File: src/rtl/norm_pkg.sv
// Shared definitions for the leading-one normaliser and its consumers
// (the square/div selection logic downstream).
//
// Contents:
//   exp_w_f      - width of the exponent/shift fields for a given word width
//   NORM_DATA_W  - word width used by the standard datapath instance
//   NORM_FRAC_W  - fraction width used by the standard datapath instance
//   norm_res_t   - result record {norm, exp, shift, frac, zero} at the
//                  standard widths, for modules that pass results around
//                  without being parametrised themselves
package norm_pkg;

    // Exponent and shift both range over 0..w-1, so $clog2(w) bits suffice.
    // The floor of 1 keeps the field legal if someone asks about w=1.
    function automatic int exp_w_f(input int w);
        return (w <= 1) ? 1 : $clog2(w);
    endfunction

    localparam int NORM_DATA_W = 10;
    localparam int NORM_FRAC_W = 2;
    localparam int NORM_EXP_W  = exp_w_f(NORM_DATA_W);

    typedef struct packed {
        logic [NORM_DATA_W-1:0] norm;
        logic [NORM_EXP_W-1:0]  exp;
        logic [NORM_EXP_W-1:0]  shift;
        logic [NORM_FRAC_W-1:0] frac;
        logic                   zero;
    } norm_res_t;

endpackage

File: src/rtl/norm_lead_pipe_if.sv
// Handshake bundle for norm_lead_pipe.
//
// Input side : in_valid, in_ready, in_data, in_tag
// Output side: out_valid, out_ready, out_norm, out_exp, out_shift,
//              out_frac, out_zero, out_tag
//
// Handshake: a word moves across a side on a rising clock edge where both
// valid and ready are high. A producer that raises valid keeps valid and its
// payload unchanged until that transfer happens; ready may be high or low
// without regard to valid.
//
// Modports: master = the producer/consumer around the block (drives in_*
// payload and out_ready); slave = the normaliser itself.
interface norm_lead_pipe_if #(
    parameter int DATA_W = 10,
    parameter int FRAC_W = 2,
    parameter int TAG_W  = 4
);
    localparam int EXP_W = norm_pkg::exp_w_f(DATA_W);

    logic              in_valid;
    logic              in_ready;
    logic [DATA_W-1:0] in_data;
    logic [TAG_W-1:0]  in_tag;

    logic              out_valid;
    logic              out_ready;
    logic [DATA_W-1:0] out_norm;
    logic [EXP_W-1:0]  out_exp;
    logic [EXP_W-1:0]  out_shift;
    logic [FRAC_W-1:0] out_frac;
    logic              out_zero;
    logic [TAG_W-1:0]  out_tag;

    modport master (
        output in_valid, in_data, in_tag, out_ready,
        input  in_ready, out_valid, out_norm, out_exp, out_shift,
               out_frac, out_zero, out_tag
    );

    modport slave (
        input  in_valid, in_data, in_tag, out_ready,
        output in_ready, out_valid, out_norm, out_exp, out_shift,
               out_frac, out_zero, out_tag
    );

endinterface

File: src/rtl/norm_lead_enc.sv
// Combinational leading-one priority encoder.
//
// Ports:
//   data  in   DATA_W  word to scan
//   p     out  EXP_W   index of the highest set bit (0 when data is zero)
//   zero  out  1       data has no set bit
module norm_lead_enc
    import norm_pkg::*;
#(
    parameter int DATA_W = 10,
    parameter int EXP_W  = exp_w_f(DATA_W)
) (
    input  logic [DATA_W-1:0] data,
    output logic [EXP_W-1:0]  p,
    output logic              zero
);

    // Scan upward so that a later (higher) set bit overwrites an earlier one:
    // the highest set bit wins.
    always_comb begin
        p    = '0;
        zero = 1'b1;
        for (int i = 0; i < DATA_W; i++) begin
            if (data[i]) begin
                p    = EXP_W'(i);
                zero = 1'b0;
            end
        end
    end

endmodule

File: src/rtl/norm_lead_pipe.sv
// Two-stage pipelined leading-one normaliser.
//
// Finds the most significant set bit p of each word, shifts the word left
// so that bit lands in the MSB, and returns the exponent p, the shift
// DATA_W-1-p, the FRAC_W bits just below the leading one, a zero flag and
// the word's tag.
//
// Ports:
//   clk  in  rising-edge clock
//   rst  in  asynchronous reset, active-high; discards all in-flight words
//   bus  norm_lead_pipe_if.slave
//        in_valid/in_ready/in_data/in_tag        word in
//        out_valid/out_ready/out_norm/out_exp/
//        out_shift/out_frac/out_zero/out_tag     result out
//
// Stage 1 registers the word, tag and encoder result; stage 2 registers the
// shifted word and derived fields. Each stage advances when it is empty or
// the stage after it is advancing, so a bubble in stage 1 is refilled even
// while stage 2 is stalled and up to two words are held. in_ready depends
// on out_ready only; there is no path from in_valid to out_valid.
module norm_lead_pipe
    import norm_pkg::*;
#(
    parameter int DATA_W = 10,
    parameter int FRAC_W = 2,
    parameter int TAG_W  = 4
) (
    input  logic           clk,
    input  logic           rst,
    norm_lead_pipe_if.slave bus
);

    localparam int EXP_W = exp_w_f(DATA_W);

    // Same field layout as norm_pkg::norm_res_t, at this instance's widths.
    typedef struct packed {
        logic [DATA_W-1:0] norm;
        logic [EXP_W-1:0]  exp;
        logic [EXP_W-1:0]  shift;
        logic [FRAC_W-1:0] frac;
        logic              zero;
    } res_t;

    // ---------------- stage control ----------------
    logic v1;
    logic v2;
    logic adv1;
    logic adv2;

    assign adv2         = !v2 || bus.out_ready;
    assign adv1         = !v1 || adv2;
    assign bus.in_ready = adv1;

    // ---------------- stage 1 ----------------
    logic [EXP_W-1:0]  enc_p;
    logic              enc_zero;
    logic [DATA_W-1:0] d1;
    logic [TAG_W-1:0]  t1;
    logic [EXP_W-1:0]  p1;
    logic              z1;

    norm_lead_enc #(
        .DATA_W (DATA_W),
        .EXP_W  (EXP_W)
    ) u_enc (
        .data (bus.in_data),
        .p    (enc_p),
        .zero (enc_zero)
    );

    always_ff @(posedge clk or posedge rst) begin
        if (rst) begin
            v1 <= 1'b0;
            d1 <= '0;
            t1 <= '0;
            p1 <= '0;
            z1 <= 1'b0;
        end else if (adv1) begin
            v1 <= bus.in_valid;
            // Payload only loads with a real word; a bubble leaves it as is.
            if (bus.in_valid) begin
                d1 <= bus.in_data;
                t1 <= bus.in_tag;
                p1 <= enc_p;
                z1 <= enc_zero;
            end
        end
    end

    // ---------------- stage 2 datapath ----------------
    logic [EXP_W-1:0]  shift_c;
    logic [DATA_W-1:0] norm_c;
    res_t              res_next;

    // A zero word reports every field as 0 rather than a shift of DATA_W-1.
    always_comb begin
        shift_c  = '0;
        norm_c   = '0;
        res_next = '0;
        if (!z1) begin
            shift_c        = EXP_W'(DATA_W - 1) - p1;
            norm_c         = d1 << shift_c;
            res_next.norm  = norm_c;
            res_next.exp   = p1;
            res_next.shift = shift_c;
            // Bits just below the leading one, which now sits in the MSB.
            res_next.frac  = norm_c[DATA_W-2 -: FRAC_W];
        end
        res_next.zero = z1;
    end

    // ---------------- stage 2 registers ----------------
    res_t             r2;
    logic [TAG_W-1:0] t2;

    always_ff @(posedge clk or posedge rst) begin
        if (rst) begin
            v2 <= 1'b0;
            r2 <= '0;
            t2 <= '0;
        end else if (adv2) begin
            v2 <= v1;
            if (v1) begin
                r2 <= res_next;
                t2 <= t1;
            end
        end
    end

    assign bus.out_valid = v2;
    assign bus.out_norm  = r2.norm;
    assign bus.out_exp   = r2.exp;
    assign bus.out_shift = r2.shift;
    assign bus.out_frac  = r2.frac;
    assign bus.out_zero  = r2.zero;
    assign bus.out_tag   = t2;

endmodule

File: src/flat_wrapper.sv
// flat-port wrapper written by rule: the top's interface ports become plain ports
module norm_lead_pipe_flat import norm_pkg::*;
#(
    parameter int DATA_W = 10,
    parameter int FRAC_W = 2,
    parameter int TAG_W  = 4
)
  (clk, rst, bus_in_valid, bus_in_data, bus_in_tag, bus_out_ready, bus_in_ready, bus_out_valid, bus_out_norm, bus_out_exp, bus_out_shift, bus_out_frac, bus_out_zero, bus_out_tag);
  norm_lead_pipe_if #(.DATA_W(DATA_W), .FRAC_W(FRAC_W), .TAG_W(TAG_W)) bus_i ();
  input  logic clk;
  input  logic rst;
  input wire logic [$bits(bus_i.in_valid)-1:0] bus_in_valid;
  input wire logic [$bits(bus_i.in_data)-1:0] bus_in_data;
  input wire logic [$bits(bus_i.in_tag)-1:0] bus_in_tag;
  input wire logic [$bits(bus_i.out_ready)-1:0] bus_out_ready;
  output wire logic [$bits(bus_i.in_ready)-1:0] bus_in_ready;
  output wire logic [$bits(bus_i.out_valid)-1:0] bus_out_valid;
  output wire logic [$bits(bus_i.out_norm)-1:0] bus_out_norm;
  output wire logic [$bits(bus_i.out_exp)-1:0] bus_out_exp;
  output wire logic [$bits(bus_i.out_shift)-1:0] bus_out_shift;
  output wire logic [$bits(bus_i.out_frac)-1:0] bus_out_frac;
  output wire logic [$bits(bus_i.out_zero)-1:0] bus_out_zero;
  output wire logic [$bits(bus_i.out_tag)-1:0] bus_out_tag;
  assign bus_i.in_valid = bus_in_valid;
  assign bus_i.in_data = bus_in_data;
  assign bus_i.in_tag = bus_in_tag;
  assign bus_i.out_ready = bus_out_ready;
  assign bus_in_ready = bus_i.in_ready;
  assign bus_out_valid = bus_i.out_valid;
  assign bus_out_norm = bus_i.out_norm;
  assign bus_out_exp = bus_i.out_exp;
  assign bus_out_shift = bus_i.out_shift;
  assign bus_out_frac = bus_i.out_frac;
  assign bus_out_zero = bus_i.out_zero;
  assign bus_out_tag = bus_i.out_tag;
  norm_lead_pipe #(.DATA_W(DATA_W), .FRAC_W(FRAC_W), .TAG_W(TAG_W)) u_core (.clk(clk), .rst(rst), .bus(bus_i));
endmodule
File: config.mk
export PLATFORM = sky130hd
export DESIGN_NAME = norm_lead_pipe_flat
export DESIGN_NICKNAME = d
export VERILOG_FILES = /design/src/rtl/norm_pkg.sv /design/src/rtl/norm_lead_pipe_if.sv /design/src/rtl/norm_lead_enc.sv /design/src/rtl/norm_lead_pipe.sv /design/src/flat_wrapper.sv
export SDC_FILE = /design/constraint.sdc
export NUM_CORES = 1
export LEC_CHECK = 0
export CAP_MARGIN = 0
export CORE_MARGIN = 4
export CORE_UTILIZATION = 35
export DETAILED_ROUTE_END_ITERATION = 7
export GPL_TIMING_DRIVEN = 0
export PLACE_DENSITY = 0.68
export RECOVER_POWER = 50
export SLEW_MARGIN = 20
export SYNTH_ARGS = -nofsm -noshare
export SYNTH_HDL_FRONTEND = slang
export SYNTH_HIERARCHICAL = 1
export SYNTH_SLANG_ARGS = --single-unit
File: constraint.sdc
create_clock -name clk -period 2.3 [get_ports clk]
set_input_delay 0.575 -clock clk [delete_from_list [all_inputs] [get_ports clk]]
set_output_delay 0.575 -clock clk [all_outputs]
set_load 0.02 [all_outputs]
=== After elaboration in Yosys (flattened, before gate mapping) ===
Index checks and enable logic that the tools add are counted.

* Add/subtract/negate cells: 1
* Shift-type cells: 1
* Muxes and demuxes: 20
* Reduce and logical (&&, ||, !) cells: 6

{| class="wikitable"
|+ Operators with widths
! kind !! count
|-
| two-way mux 4 bit || 8
|-
| two-way mux 20 bit || 1
|-
| two-way mux 1 bit || 11
|-
| left shift 10 x 4 -> 10 bit || 1
|-
| AND reduction 2 bit || 2
|-
| subtractor 4 bit, first input constant || 1
|-
| zero test 1 bit || 2
|-
| logical OR 1 bit || 2
|}

* Flip-flop bits (word level): 46
* Input bits: 18
* Output and inout bits: 27
* Word-level logic and storage cells: 40

=== Logic depth before layout (Yosys ltp) ===
* Depth after elaboration: 10
* Depth in mapped cells: 8
* Depth with buffers taken out: 6

=== By module ===
The synthesis kept the hierarchy.

{| class="wikitable"
|+ Modules (own cells, without submodules)
! module !! instances !! cells an instance !! area each (µm²) !! seq. area each (µm²)
|-
| norm_lead_pipe || 1 || 166 || 2009.4 || 1076.0
|-
| norm_lead_enc || 1 || 16 || 92.6 || 0.0
|}

=== Worst setup path before layout ===
No wires, ideal clock.

* Path kind: reg-to-reg
* Start point: reg u_core.p1[1]
* End point: reg u_core.r2, in the netlist u_core/bus.out_norm[6]
* Library setup time: 0.122 ns
* Data arrival time: 1.592 ns
* Required time: 2.178 ns
* Setup slack: 0.586 ns
* Stages on the path, launching flop included: 8
* Path buffers: 2
* Period minus slack after synthesis: 1.714 ns
* Cells stage by stage: dfrtp_1 > buf_6 > inv_2 > ha_1 > clkbuf_1 > a31oi_1 > o21ai_1 > a32o_1

* Word-level cells in the longest chain between the ends: 3

{| class="wikitable"
|+ RTL lines
! item !! RTL line !! text
|-
| start, declared || norm_lead_pipe.sv:59 || <nowiki>logic [EXP_W-1:0] p1;</nowiki>
|-
| start signal, assigned || norm_lead_pipe.sv:84 || <nowiki>p1 <= enc_p;</nowiki>
|-
| subtractor 4 bit || norm_lead_pipe.sv:101 || <nowiki>shift_c = EXP_W'(DATA_W - 1) - p1;</nowiki>
|-
| left shift 10 x 4 -> 10 bit || norm_lead_pipe.sv:102 || <nowiki>norm_c = d1 << shift_c;</nowiki>
|-
| two-way mux 20 bit || norm_lead_pipe.sv:100 || <nowiki>if (!z1) begin</nowiki>
|-
| end signal, assigned || norm_lead_pipe.sv:124 || <nowiki>r2 <= res_next;</nowiki>
|-
| end, declared || norm_lead_pipe.sv:113 || <nowiki>res_t r2;</nowiki>
|}

No other way between the ends.
A chain may end at the register's enable or synchronous reset.

=== Worst setup path in the final report ===
* Start point: in bus_out_ready
* End point: out bus_in_ready

* Word-level cells in the longest chain between the ends: 2

{| class="wikitable"
|+ RTL lines
! item !! RTL line !! text
|-
| start, declared || flat_wrapper.sv:15 || <nowiki>input wire logic [$bits(bus_i.out_ready)-1:0] bus_out_ready;</nowiki>
|-
| logical OR 1 bit || norm_lead_pipe.sv:50 || <nowiki>assign adv2 = !v2 || bus.out_ready;</nowiki>
|-
| logical OR 1 bit || norm_lead_pipe.sv:51 || <nowiki>assign adv1 = !v1 || adv2;</nowiki>
|-
| end, declared || flat_wrapper.sv:16 || <nowiki>output wire logic [$bits(bus_i.in_ready)-1:0] bus_in_ready;</nowiki>
|}

No other way between the ends.

==> run summary <==
Cts bufs inserted: 5
Hold-fix buffers, CTS: 0
Clock transition at path regs: 0.08 ns
Worst Setup End Kind: output port
Via density: 5.05
Clk buf depth: 2
Num ports: 45
Sequential-to-total area share from yosys stat: 51.2%
Reg2Reg Capture Point: u_core/bus.out_norm[6]
Most common cell in the netlist: dfrtp_1
Tmin final: 2.12 ns
Setup bufs post-CTS: 0
Synthesized flop and latch total: 43
Drt drc: 0
Max-slew violations: 0
First-pass GRT wire length: 7.47 mm
Post-Place Cells: 299
Clock power share: 26.6%
WHS Endpoint: u_core/bus.out_exp[3]
Drt wl/cell: 14.2 um
Outcome: finished, final reports clean
Critical path arrival: 1.55 ns
Starting density of the core: 37.0%
Total Power Consumption: 2610 uW
HP Start: u_core/bus.out_exp[3]
Sequential fraction of design power: 38.7%
ANT cells: 0
Skew-Pair Late Insertion Delay: 0.29 ns
Worst hold path class: reg -> reg
Die area: 0.00731 sq mm
Remaining antenna violation count after routing: 0
Reg2Reg Setup Slack: 0.38 ns
Initial antenna violation count: 0
Post-Route WL: 4.36 mm
Overflow after GRT: 0
P_int: 1790 uW
Fmax: 471 MHz
Non-Filler Instances: 307
Drt initial violations: 89
Pre-antenna DRT Iters: 4
Worst r2r path cells: 7
CTS tree: done
Syn Area/Cell: 11.5 sq um
Startpoint class of the critical path: primary input
Max_slew headroom: 49.9%
Syn. warnings: 6
# setup viols final: 0
P_sw: 822 uW
Top cells by count, synth: dfrtp_1, nand2_1, mux2_1, mux2_2, nor2_1
CTS-repair resized insts: 1
Largest net degree at the start of global routing: 32
Post-Synthesis Cell Area: 0.00210 sq mm
Total track usage: 12.6%
Input/output buffers: 44
Share of cells above drive strength 1: 16.6%
Die Height: 85.5 um
Peak VDD IR: 0.000478 V
Synthesized Nets: 201
Nets@finish: 253
Top post-synthesis cells by area: dfrtp_1, mux2_1, mux2_2, mux2i_1, nand2_1
Synth unique cells: 44
Layout area overhead: 31.7%
Min Hold Slack: 0.488 ns
Synth top area share: 51.2%
Peak fanout along the critical path: 3
Vias: 1,549
Setup Skew: 0.00275 ns
Post-DP Area: 0.00265 sq mm
PD cells: 943 mW/mm^2
Vias in the first global route: 1,511
Primary FF master, synth: dfrtp_1
Leading area contributor after synthesis: dfrtp_1
FILL cells: 535
Switching share of power: 31.5%
Die Width: 85.5 um
Combinational Power Share: 34.7%
Final core utilization: 48.8%
Number of synthesized flops with an enable pin: 0
Hold path cells: 2
Core Region: 0.00568 sq mm
H-Tree Depth: 2
Fin. Hold Viols: 0
CP startpoint: bus_out_ready
Worst EP required: 1.73 ns
Post-route cell area: 0.00277 sq mm
CP Class: in -> out
Synth async-reset ratio: 100%
Static leakage: 0.00118 uW
Detailed placement HPWL: 3.31 mm
Clock Sinks: 43
Number of cell rows: 27
GPL Wtd Cong: 0.810
Clock root cell: clkbuf_8
Final period util: 92.3%
Worst Max-Slew Pin Slew: 0.751 ns
RSZ-0062 raised after global routing: false
Max Cap Viol: 0
RR Startpoint: u_core/p1[1]
Syn Inst Count: 182
## routing by layer
layer	GRT usage [%]	up-vias	part of all wire (%)
met5	0	-	0
met2	18.5	49	43
met1	18.3	735	49
met3	3.36	5	7.1
li1	-	760	-
met4	3.88	0	1.0
## how the worst max path moves through the flow
stage                                         to  slack, ns  depth (start not counted)
after global placement    u_core/bus.out_norm[3]      -0.17                          2
after detailed placement            bus_in_ready      -0.08                          3
after CTS                           bus_in_ready       0.16                          3
final                               bus_in_ready       0.18                          3
after floorplan           u_core/bus.out_norm[6]       0.59                          7
after global routing                bus_in_ready       0.14                          3
## state kept, by name, summed over array words and instances, names as in the netlist
register / flops
u_core/bus.out_exp: 4
u_core/bus.out_norm: 10
u_core/bus.out_shift: 3
u_core/bus.out_tag: 4
u_core/bus.out_valid: 1
u_core/bus.out_zero: 1
u_core/d1: 10
u_core/p1: 4
u_core/t1: 4
u_core/v1: 1
u_core/z1: 1
## placed cells by master (no fill, tap or decap), types with 3 or more instances in the layout
master           count
dfrtp_1             43
clkdlybuf4s50_1     42
nand2_1             18
mux2_1              15
mux2_2              12
nor2_1              11
o31ai_1              7
mux2i_1              7
inv_1                6
a21oi_1              6
clkbuf_8             5
clkbuf_1             5
o21ai_1              4
buf_6                3
nand2b_1             3
nand3_1              3
buf_4                3
## stage by stage
| step | TNS (ns) | setup slack, ns |
|---|---|---|
| floorplan | 0 | 0.586 |
| global placement | -7.14 | -0.166 |
| detailed placement | -0.0815 | -0.0815 |
| CTS | 0 | 0.155 |
| global route | 0 | 0.143 |
| finish | 0 | 0.177 |
## critical path, stage by stage
cell             delay (ns)
clkdlybuf4s50_1        0.41
nand3b_2               0.23
dlygate4sd2_1          0.33
## power groups by stage
stage	Combinational, uW	Clock (uW)	Sequential, uW
floorplan	415	0	1140
global placement	905	0	1020
detailed placement	916	0	1030
CTS	918	712	1010
global route	977	744	1030
finish	907	695	1010
## logic make-up after synthesis
group | share of synthesized area, %
buffers and inverters | 5.36
flip-flops | 51.2
AO/OA/AOI/OAI | 11.8
XOR/XNOR | 0.774
multiplexers | 17.8
adder cells (fa/ha/maj) | 0.595
AND/OR/NAND/NOR | 12.4
## cell type report
| cell class | instances | area, sq um | share of cell area [%] |
|---|---|---|---|
| plain buffers | 13 | 85.1 | 3.07 |
| repair buffers | 45 | 444 | 16.0 |
| clock buffers | 5 | 68.8 | 2.49 |
| multi-input cells | 119 | 911 | 32.9 |
| clock inverters | 3 | 67.6 | 2.44 |
| well taps | 72 | 90.1 | 3.25 |
| inverters | 7 | 26.3 | 0.949 |
| flip-flops and latches | 43 | 1080 | 38.9 |
Note: power is estimated with default switching activity, not from simulation.
